## src/rtl/jk_bank_arbiter_if.sv

```systemverilog
// Request/command bus between requesters and the JK bank arbiter, plus the bank-facing
// J/K drive and Q feedback.
interface jk_bank_arbiter_if #(
  parameter int WIDTH   = 8,
  parameter int IDX_W   = 3,
  parameter int NUM_REQ = 4
);
  logic [NUM_REQ-1:0]       req;
  logic [2*NUM_REQ-1:0]     cmd;
  logic [IDX_W*NUM_REQ-1:0] index;
  logic                     resync;
  logic [WIDTH-1:0]         bank_q;
  logic [NUM_REQ-1:0]       ack;
  logic [WIDTH-1:0]         signal_j;
  logic [WIDTH-1:0]         signal_k;
  logic [WIDTH-1:0]         shadow;
  logic                     busy;
  logic                     err;

  modport master (
    output req, cmd, index, resync, bank_q,
    input  ack, signal_j, signal_k, shadow, busy, err
  );

  modport slave (
    input  req, cmd, index, resync, bank_q,
    output ack, signal_j, signal_k, shadow, busy, err
  );
endinterface

```

## src/rtl/jk_bank_arbiter.sv

```systemverilog
// Round-robin arbiter that issues one-hot JK commands to a flip-flop bank, one per
// 2+GAP_CYCLES cycles, while tracking a shadow copy of the bank state.
module jk_bank_arbiter #(
  parameter int WIDTH      = 8,
  parameter int IDX_W      = 3,
  parameter int NUM_REQ    = 4,
  parameter int GAP_CYCLES = 1
) (
  input logic            i_CLOCK_POS,
  input logic            i_RESET_NEG,
  jk_bank_arbiter_if.slave bus
);
  localparam int PTR_W = (NUM_REQ > 1) ? $clog2(NUM_REQ) : 1;
  localparam logic [IDX_W:0]   WIDTH_L  = (IDX_W+1)'(WIDTH);
  localparam logic [PTR_W-1:0] LAST_ID  = PTR_W'(NUM_REQ - 1);
  localparam logic [3:0]       GAP_LOAD = (GAP_CYCLES > 0) ? 4'(GAP_CYCLES - 1) : 4'd0;

  typedef enum logic [1:0] {IDLE, ISSUE, GAP} state_t;

  state_t             state_q, state_d;
  logic [PTR_W-1:0]   rr_ptr_q, rr_ptr_d;
  logic [PTR_W-1:0]   win_id_q, win_id_d;
  logic [1:0]         win_cmd_q, win_cmd_d;
  logic [IDX_W-1:0]   win_idx_q, win_idx_d;
  logic [3:0]         gap_q, gap_d;
  logic [NUM_REQ-1:0] ack_q, ack_d;
  logic [WIDTH-1:0]   j_q, j_d, k_q, k_d;
  logic [WIDTH-1:0]   shadow_q, shadow_d;
  logic               err_q, err_d;

  logic               found;
  logic [PTR_W-1:0]   pick;
  logic [1:0]         pick_cmd;
  logic [IDX_W-1:0]   pick_idx;
  logic               pick_ok, win_ok;
  logic [WIDTH-1:0]   base, mask;

  // Two passes give the wrap-around search: first ids at or above rr_ptr, then from 0.
  always_comb begin
    found    = 1'b0;
    pick     = '0;
    pick_cmd = '0;
    pick_idx = '0;
    for (int r = 0; r < NUM_REQ; r++) begin
      if (!found && bus.req[r] && (r >= int'(rr_ptr_q))) begin
        found    = 1'b1;
        pick     = PTR_W'(r);
        pick_cmd = bus.cmd[2*r +: 2];
        pick_idx = bus.index[IDX_W*r +: IDX_W];
      end
    end
    for (int r = 0; r < NUM_REQ; r++) begin
      if (!found && bus.req[r]) begin
        found    = 1'b1;
        pick     = PTR_W'(r);
        pick_cmd = bus.cmd[2*r +: 2];
        pick_idx = bus.index[IDX_W*r +: IDX_W];
      end
    end
  end

  assign pick_ok = ({1'b0, pick_idx} < WIDTH_L);
  assign win_ok  = ({1'b0, win_idx_q} < WIDTH_L);
  assign base    = bus.resync ? bus.bank_q : shadow_q;
  assign mask    = WIDTH'(1) << win_idx_q;

  // NOTE: every output of this block is assigned a default first so no path leaves one
  // unassigned; otherwise synthesis would infer a latch to hold the old value.
  always_comb begin
    state_d   = state_q;
    rr_ptr_d  = rr_ptr_q;
    win_id_d  = win_id_q;
    win_cmd_d = win_cmd_q;
    win_idx_d = win_idx_q;
    gap_d     = gap_q;
    ack_d     = '0;
    j_d       = '0;
    k_d       = '0;
    err_d     = 1'b0;
    shadow_d  = base;
    case (state_q)
      IDLE: begin
        if (found) begin
          state_d   = ISSUE;
          win_id_d  = pick;
          win_cmd_d = pick_cmd;
          win_idx_d = pick_idx;
          ack_d     = NUM_REQ'(1) << pick;
          if (pick_ok) begin
            j_d = WIDTH'(pick_cmd[1]) << pick_idx;
            k_d = WIDTH'(pick_cmd[0]) << pick_idx;
          end else begin
            err_d = 1'b1;
          end
        end
      end
      ISSUE: begin
        rr_ptr_d = (win_id_q == LAST_ID) ? '0 : win_id_q + PTR_W'(1);
        state_d  = (GAP_CYCLES > 0) ? GAP : IDLE;
        gap_d    = GAP_LOAD;
        if (win_ok) begin
          case (win_cmd_q)
            2'b01:   shadow_d = base & ~mask;
            2'b10:   shadow_d = base | mask;
            2'b11:   shadow_d = base ^ mask;
            default: shadow_d = base;
          endcase
        end
      end
      GAP: begin
        if (gap_q == 4'd0) state_d = IDLE;
        else               gap_d   = gap_q - 4'd1;
      end
      default: state_d = IDLE;
    endcase
  end

  // NOTE: state registers use non-blocking assignment so every flop samples the values
  // from before this edge, independent of statement order.
  always_ff @(posedge i_CLOCK_POS) begin
    if (!i_RESET_NEG) begin
      state_q   <= IDLE;
      rr_ptr_q  <= '0;
      win_id_q  <= '0;
      win_cmd_q <= '0;
      win_idx_q <= '0;
      gap_q     <= '0;
      ack_q     <= '0;
      j_q       <= '0;
      k_q       <= '0;
      shadow_q  <= '0;
      err_q     <= 1'b0;
    end else begin
      state_q   <= state_d;
      rr_ptr_q  <= rr_ptr_d;
      win_id_q  <= win_id_d;
      win_cmd_q <= win_cmd_d;
      win_idx_q <= win_idx_d;
      gap_q     <= gap_d;
      ack_q     <= ack_d;
      j_q       <= j_d;
      k_q       <= k_d;
      shadow_q  <= shadow_d;
      err_q     <= err_d;
    end
  end

  assign bus.ack      = ack_q;
  assign bus.signal_j = j_q;
  assign bus.signal_k = k_q;
  assign bus.shadow   = shadow_q;
  assign bus.busy     = (state_q != IDLE);
  assign bus.err      = err_q;
endmodule

```

## src/flat_wrapper.sv

```systemverilog
// flat-port wrapper written by rule: the top's interface ports become plain ports
module jk_bank_arbiter_flat 
#(
  parameter int WIDTH      = 8,
  parameter int IDX_W      = 3,
  parameter int NUM_REQ    = 4,
  parameter int GAP_CYCLES = 1
)
  (i_CLOCK_POS, i_RESET_NEG, bus_req, bus_cmd, bus_index, bus_resync, bus_bank_q, bus_ack, bus_signal_j, bus_signal_k, bus_shadow, bus_busy, bus_err);
  jk_bank_arbiter_if #(.WIDTH(WIDTH), .IDX_W(IDX_W), .NUM_REQ(NUM_REQ)) bus_i ();
  input logic i_CLOCK_POS;
  input logic i_RESET_NEG;
  input wire logic [$bits(bus_i.req)-1:0] bus_req;
  input wire logic [$bits(bus_i.cmd)-1:0] bus_cmd;
  input wire logic [$bits(bus_i.index)-1:0] bus_index;
  input wire logic [$bits(bus_i.resync)-1:0] bus_resync;
  input wire logic [$bits(bus_i.bank_q)-1:0] bus_bank_q;
  output wire logic [$bits(bus_i.ack)-1:0] bus_ack;
  output wire logic [$bits(bus_i.signal_j)-1:0] bus_signal_j;
  output wire logic [$bits(bus_i.signal_k)-1:0] bus_signal_k;
  output wire logic [$bits(bus_i.shadow)-1:0] bus_shadow;
  output wire logic [$bits(bus_i.busy)-1:0] bus_busy;
  output wire logic [$bits(bus_i.err)-1:0] bus_err;
  assign bus_i.req = bus_req;
  assign bus_i.cmd = bus_cmd;
  assign bus_i.index = bus_index;
  assign bus_i.resync = bus_resync;
  assign bus_i.bank_q = bus_bank_q;
  assign bus_ack = bus_i.ack;
  assign bus_signal_j = bus_i.signal_j;
  assign bus_signal_k = bus_i.signal_k;
  assign bus_shadow = bus_i.shadow;
  assign bus_busy = bus_i.busy;
  assign bus_err = bus_i.err;
  jk_bank_arbiter #(.WIDTH(WIDTH), .IDX_W(IDX_W), .NUM_REQ(NUM_REQ), .GAP_CYCLES(GAP_CYCLES)) u_core (.i_CLOCK_POS(i_CLOCK_POS), .i_RESET_NEG(i_RESET_NEG), .bus(bus_i));
endmodule
```

## config.mk

```make
export PLATFORM = sky130hd
export DESIGN_NAME = jk_bank_arbiter_flat
export DESIGN_NICKNAME = d
export VERILOG_FILES = /design/src/rtl/jk_bank_arbiter_if.sv /design/src/rtl/jk_bank_arbiter.sv /design/src/flat_wrapper.sv
export SDC_FILE = /design/constraint.sdc
export NUM_CORES = 1
export LEC_CHECK = 0
export CAP_MARGIN = 10
export CORE_ASPECT_RATIO = 0.6
export CORE_MARGIN = 2
export CORE_UTILIZATION = 49
export DETAILED_ROUTE_END_ITERATION = 10
export HOLD_SLACK_MARGIN = 0.08
export PLACE_DENSITY = 0.76
export SLEW_MARGIN = 20
export SYNTH_ARGS = -nofsm -noshare
export SYNTH_HDL_FRONTEND = slang
export SYNTH_SLANG_ARGS = --single-unit
```

## constraint.sdc

```tcl
create_clock -name i_CLOCK_POS -period 2.15 [get_ports i_CLOCK_POS]
set_input_delay 0.43 -clock i_CLOCK_POS [delete_from_list [all_inputs] [get_ports i_CLOCK_POS]]
set_output_delay 0.43 -clock i_CLOCK_POS [all_outputs]
set_load 0.005 [all_outputs]
```

==> run metrics, run 1 <==
status=completed; VDD IR max=447 µV; number of flops mapped to enable cells by yosys=0; syn nets=~370; post-CTS setup buffers=0; largest net degree at the start of global routing=23; Top FF cell, synth=dfxtp_1; DP Worst Slack=-0.475 ns; crit-path cells=dlygate4sd2_1 > or3b_1 > a31oi_1 > a21oi_1 > o221a_2 > o21a_2 > nor4_1; synthesis-to-finish area growth=45.9%; DP Area=~3600 µm²; # setup viols final=0; clk root buf=clkbuf_8; cell taking the most area after synthesis=dfxtp_1; overall die height=between 60 and 70 µm; Crit Path Class=primary input to flip-flop; share of the synthesized area in the top cell type=33.2%; nature of the critical path endpoint=flip-flop; hold_buf cts=0; Avg WL per Cell=about 15 µm; via count=between 2000 and 3000; Min-Delay Path Class=flip-flop to flip-flop; flops & latches, synth=43; Reg clk slew, reported paths=~0.080 ns; met3 wire length=slightly above 600 µm; worst slew pin tran=0.754 ns; design area=3780 µm²; Flop pwr share=between 40 and 50%; Hold Violations, Final=0; skew final=between 0.006 and 0.007 ns; Slew Limit Fails=0; first drt pass iteration count=4; CP startpoint=bus_req[2]; H-tree depth=2; Synth warnings=0; die width=slightly below 100 µm; WL met2=2970 µm; Async S/R FF share, synth=0%; share of layout cells above drive strength 1=22.4%; P_int=1.46 mW; Worst R2R Start=u_core.rr_ptr_q[1]$_SDFFE_PN0P_; P_leak=between 1.5 and 2 nW; Reg2Reg Setup Slack=0.10 ns; synth unique cells=around 60; final worst path period share=a little over nine tenths; worst rel slew slack=~50%; n_diodes=0; M1 WL=between 3000 and 4000 µm; Combinational Power Share=approximately a third; Data required, critical path=2.35 ns; Core ar.=5080 µm²; Max Freq=around 480 MHz; Sw Pwr=0.686 mW; WP data arrival=~2.3 ns; average via count per standard cell=around 5.6; initial antenna violation count=0; crit-path max FO=8; Nets=between 400 and 500; Sink Count=43; row count=20; Worst-Skew Late Latency=about 0.30 ns; number of global-route vias before repair=approximately 2500; I/O pins=between 60 and 70; CTS Buf Count=5; gr ovfl total=0; die area=around 5900 µm²; Worst Reg-to-Reg Cells=8; routed wire length=about 7400 µm; Pwr Total=approximately 2.1 mW; CP endpoint=u_core.bus.signal_k[0]$_SDFF_PP0_; fill count=roughly 360; Final ANT Viol Nets=0; R2R Path End=u_core.bus.signal_j[5]$_SDFF_PN0_; CTS Buffer Depth=2; largest cells by area after synthesis=dfxtp_1 (33%), ha_1 (8.7%), o21ai_0 (4.4%); cell count after synthesis=314; I/O Buffers=63; Top Metal Used=met4; max cap viols=0; Iter 0 DRT Violations=between 150 and 200; first-pass GRT wire length=between 10000 and 15000 µm; kind of start point of the critical path=primary input; Slowest-stage cell, CP=or3b_1; Initial Util=between 50% and 60%; DRC Markers=0; Final WS setup=~0.067 ns; hold_sp=u_core.gap_q[3]$_SDFFE_PN0P_; post-synthesis cell area=2590 µm²; GP Congestion=0.867; clock network fraction of design power=roughly 24%; Final min period=about 2.1 ns; hpwl dp=approximately 5700 µm; Sw Ratio=a little under a third; CP peak stage delay=0.41 ns; sequential area share after synthesis=between 30% and 40%; synthesized area per cell=just over 8 µm²; CTS tree=built; power density over the cells=567 nW/µm²; Total GRT Usage=around a quarter
## critical path: cells and delay by family
kind / cells / cell delay [ns]
compound gates: 4 / 0.88
buf+inv: 1 / 0.29
simple gates: 2 / 0.69
## metal layers
layer / track usage (%) / vias to the layer above
li1: - / 1331
met1: 39.1 / 1252
met2: 37.5 / 118
met3: 5.65 / 10
met4: 7.34 / 0
met5: 0 / -
## flip-flops by register name, indices dropped and copies added (netlist names), 3 cells and up
signal and cells:
u_core.win_idx_q 3, u_core.bus.signal_j 8, u_core.bus.signal_k 8, u_core.bus.ack 4, u_core.bus.shadow 8, u_core.gap_q 4
## logic make-up (layout without fill, tap and decap cells)
group           count (synthesis)  after routing  synth area share, %
other cells                     1              1                0.145
fa+ha+maj                      18             18                 8.68
mux                            16             16                 6.65
compound gates                 87             87                 22.1
flops                          43             43                 33.2
buf+inv                        41            143                 6.89
simple gates                  108            108                 22.3
## how the worst min path moves through the flow
stage / to / slack [ns] / depth (start not counted)
floorplan: u_core.win_id_q[1]$_SDFFE_PN0P_ / 0.49 / 2
global placement: u_core.win_id_q[1]$_SDFFE_PN0P_ / 0.50 / 2
detailed placement: u_core.win_id_q[1]$_SDFFE_PN0P_ / 0.52 / 2
CTS: u_core.win_id_q[1]$_SDFFE_PN0P_ / 0.54 / 2
global route: u_core.win_id_q[1]$_SDFFE_PN0P_ / 0.56 / 2
finish: u_core.gap_q[3]$_SDFFE_PN0P_ / 0.54 / 2
## power groups by stage
stage	clock network, mW	registers, mW	logic, mW
detailed placement	0	0.908	0.678
floorplan	0	0.885	0.378
global route	0.577	0.900	0.801
global placement	0	0.906	0.653
CTS	0.532	0.889	0.691
finish	0.524	0.891	0.731
## area by class of cell
class	instances	area [µm²]	area share (%)
Tap cell	66	82.6	2.18
Clock buffer	6	82.6	2.18
Clock inverter	1	5.00	0.132
Sequential cell	43	863	22.8
Timing Repair Buffer	113	1010	26.6
Multi-Input combinational cell	230	1660	43.8
Inverter	23	86.3	2.28
## placed cells by master (no fill, tap or decap), types with 7 or more instances in the layout
| cell type | n |
|---|---|
| nand2b_1 | 7 |
| nor2_1 | 9 |
| buf_4 | 49 |
| nand2_1 | 30 |
| a21oi_1 | 15 |
| nor3_1 | 9 |
| mux2_2 | 10 |
| clkdlybuf4s50_1 | 59 |
| ha_1 | 18 |
| inv_1 | 22 |
| a21o_1 | 7 |
| o21ai_0 | 22 |
| nand3_1 | 8 |
| dfxtp_1 | 41 |
## cells in the mapped netlist (all sizes together), types with 3 or more instances
cell and instances:
a21oi 17, mux2 10, o211ai 5, nand3b 3, ha 18, nand4 4, nand2b 7, dfxtp 43
mux2i 6, and3 3, inv 23, nor2b 3, nand3 8, clkbuf 10, nor2 10, o22ai 6
buf 8, o21ai 27, a21o 8, nor3 9, nand2 30, a31oi 4, and2 6, nor4 13
or2 4
## per-stage QoR
step | util [%] | instances | setup TNS [ns] | hold slack (ns)
after floorplan | - | 314 | 0 | 0.487
after global placement | 70.7 | 475 | -6.86 | 0.505
after detailed placement | 70.7 | 475 | -8.44 | 0.519
after CTS | 72.8 | 482 | 0 | 0.537
after global routing | 74.5 | 482 | -0.0233 | 0.558
final | 74.5 | 482 | 0 | 0.545
## repair_timing
item                                   in CTS  in global routing
pin swaps                                   0                  3
endpoints found under the hold margin       0                  0
resized for setup                           9                 16
setup endpoints to repair                  17                 16
Power figures use the tool's default switching activity.
==> run 2, diff against run 1 <==
==> constraint.sdc (replaced) <==
create_clock -name i_CLOCK_POS -period 2.15 [get_ports i_CLOCK_POS]
set_input_delay 0.215 -clock i_CLOCK_POS [delete_from_list [all_inputs] [get_ports i_CLOCK_POS]]
set_output_delay 0.215 -clock i_CLOCK_POS [all_outputs]
set_load 0.005 [all_outputs]
==> run 2 against run 1 <==
  * Sequential share of layout area increased by 0.95 points
  * Die area unchanged
  * Clock skew decreased by 0.0029 ns
  * Cell area decreased by 3.7%
  * Sequential power about the same
  * Non-clock buffer count decreased by 10
  * Utilization decreased by 2.8 points
  * Fmax increased by 4.2%
  * Highest routed layer unchanged
  * Flip-flop and latch count unchanged
  * Largest power group unchanged
  * Setup slack improved by 0.084 ns
  * Via count decreased by 3.0%
==> run metrics, run 2 (synthesis results as in run 1) <==
status=completed; die area=5910 µm²; initial antenna violation count=0; via count=between 2000 and 3000; gr ovfl total=0; n_diodes=0; Hold Violations, Final=0; GP Congestion=0.886; average via count per standard cell=about 5.6; Sink Count=43; first drt pass iteration count=5; row count=20; Reg2Reg Setup Slack=between 0.15 and 0.2 ns; CTS Buffer Depth=2; Final ANT Viol Nets=0; skew final=between 0.003 and 0.004 ns; Core ar.=a little over 5000 µm²; Nets=between 400 and 500; CTS Buf Count=5; # setup viols final=0; most common library cell in the layout ignoring fill and taps=clkdlybuf4s50_1; Min-Delay Path Class=flip-flop to flip-flop; worst rel slew slack=a little over half; Avg WL per Cell=between 10 and 15 µm; worst hold slack=0.540 ns; PostCTS Resize Cnt=0; fill count=389; Data required, critical path=about 2.4 ns; DRC Markers=0; non-filler cells, final=approximately 470; Final WS setup=approximately 0.15 ns; P_leak=~1.5 nW; Storage cell area=between 800 and 900 µm²; Total GRT Usage=approximately 25%; Worst-Skew Late Latency=roughly 0.3 ns; Max Freq=500 MHz; H-tree depth=2; final worst path period share=around 93%; overall die height=between 60 and 70 µm; post-CTS setup buffers=0; share of layout cells above drive strength 1=between 10% and 20%; largest net degree at the start of global routing=23; Crit Path Class=flip-flop to flip-flop; Reg clk slew, reported paths=roughly 0.090 ns; Pwr Total=2.08 mW; crit-path max FO=9; placed cells=about 470; worst slew pin tran=0.690 ns; Initial Util=around half; hold_buf cts=0; Iter 0 DRT Violations=175; kind of start point of the critical path=flip-flop; Final min period=~2 ns; hpwl dp=5390 µm; clk root buf=clkbuf_8; I/O Buffers=63; DP Worst Slack=-0.263 ns; first-pass GRT wire length=around 12000 µm; Multi-input gate area=between 1500 and 2000 µm²; nature of the critical path endpoint=flip-flop; WP data arrival=between 2 and 2.5 ns; power density over the cells=roughly 570 nW/µm²; Slew Limit Fails=0; synthesis-to-finish area growth=40.4%; CTS tree=built; Finished Core Util=71.7%; most frequent cells in the layout=clkdlybuf4s50_1 (61), dfxtp_1 (41), buf_4 (40); max cap viols=0; number of global-route vias before repair=between 2000 and 2500; VDD IR max=around 420 µV; routed wire length=around 7000 µm; I/O pins=between 60 and 70; die width=approximately 100 µm
-- run 2: changes by cell type in the layout (fill, tap and decap cells not counted), moves of 2 or more --
cell / previous run / this run
nor4_1: 6 / 11
dlygate4sd2_1: 3 / 0
buf_4: 49 / 40
clkdlybuf4s50_1: 59 / 61
clkinvlp_4: 0 / 2
nor4_4: 3 / 0
nor4_2: 4 / 2
-- run 2: layout make-up --
class	instances	area share [%]
inverter	23	2.37
sequential	43	23.8
clock inverter	3	0.652
timing repair buffer	103	25.7
tap	66	2.27
clock buffer	5	1.89
multi-input combinational	230	43.4
-- run 2: routing by layer --
layer  share of wire [%]  global-route usage (%)
met5                   0                       0
met4                0.56                    5.16
met3                 8.3                    6.34
met2                  39                    34.2
met1                  52                    38.0
-- run 2: report_power, final --
group          leakage (nW)  internal [mW]  switching (mW)  total (mW)
combinational          1.11          0.334           0.331       0.666
clock                0.0408          0.232           0.296       0.529
sequential            0.352          0.846          0.0438       0.890
total                  1.51           1.41           0.672        2.08
-- run 2: per-stage QoR --
step                      instance area (µm²)  setup TNS [ns]
after detailed placement                 3520           -2.86
after CTS                                3610               0
after global routing                     3640         -0.0173
after global placement                   3520           -2.10
final                                    3640               0
after floorplan                          2590               0
-- run 2: worst paths after layout --
check | start | depth (start not counted) | endpoint
setup / recovery | u_core.rr_ptr_q[0]$_SDFFE_PN0P_ | 7 | u_core.bus.signal_k[5]$_SDFF_PN0_
hold / removal | u_core.gap_q[3]$_SDFFE_PN0P_ | 2 | u_core.gap_q[3]$_SDFFE_PN0P_
setup reg to reg | u_core.rr_ptr_q[0]$_SDFFE_PN0P_ | 7 | u_core.bus.signal_k[5]$_SDFF_PN0_
hold reg to reg | u_core.gap_q[3]$_SDFFE_PN0P_ | 2 | u_core.gap_q[3]$_SDFFE_PN0P_
-- run 2: worst max-delay path, stage by stage (launching register included) --
cell      delay (ns)
dfxtp_2         0.41
nand2b_1        0.28
mux2_2          0.39
o221ai_1        0.20
a21o_1          0.19
o21ai_1         0.08
buf_4           0.16
nor4_1          0.21
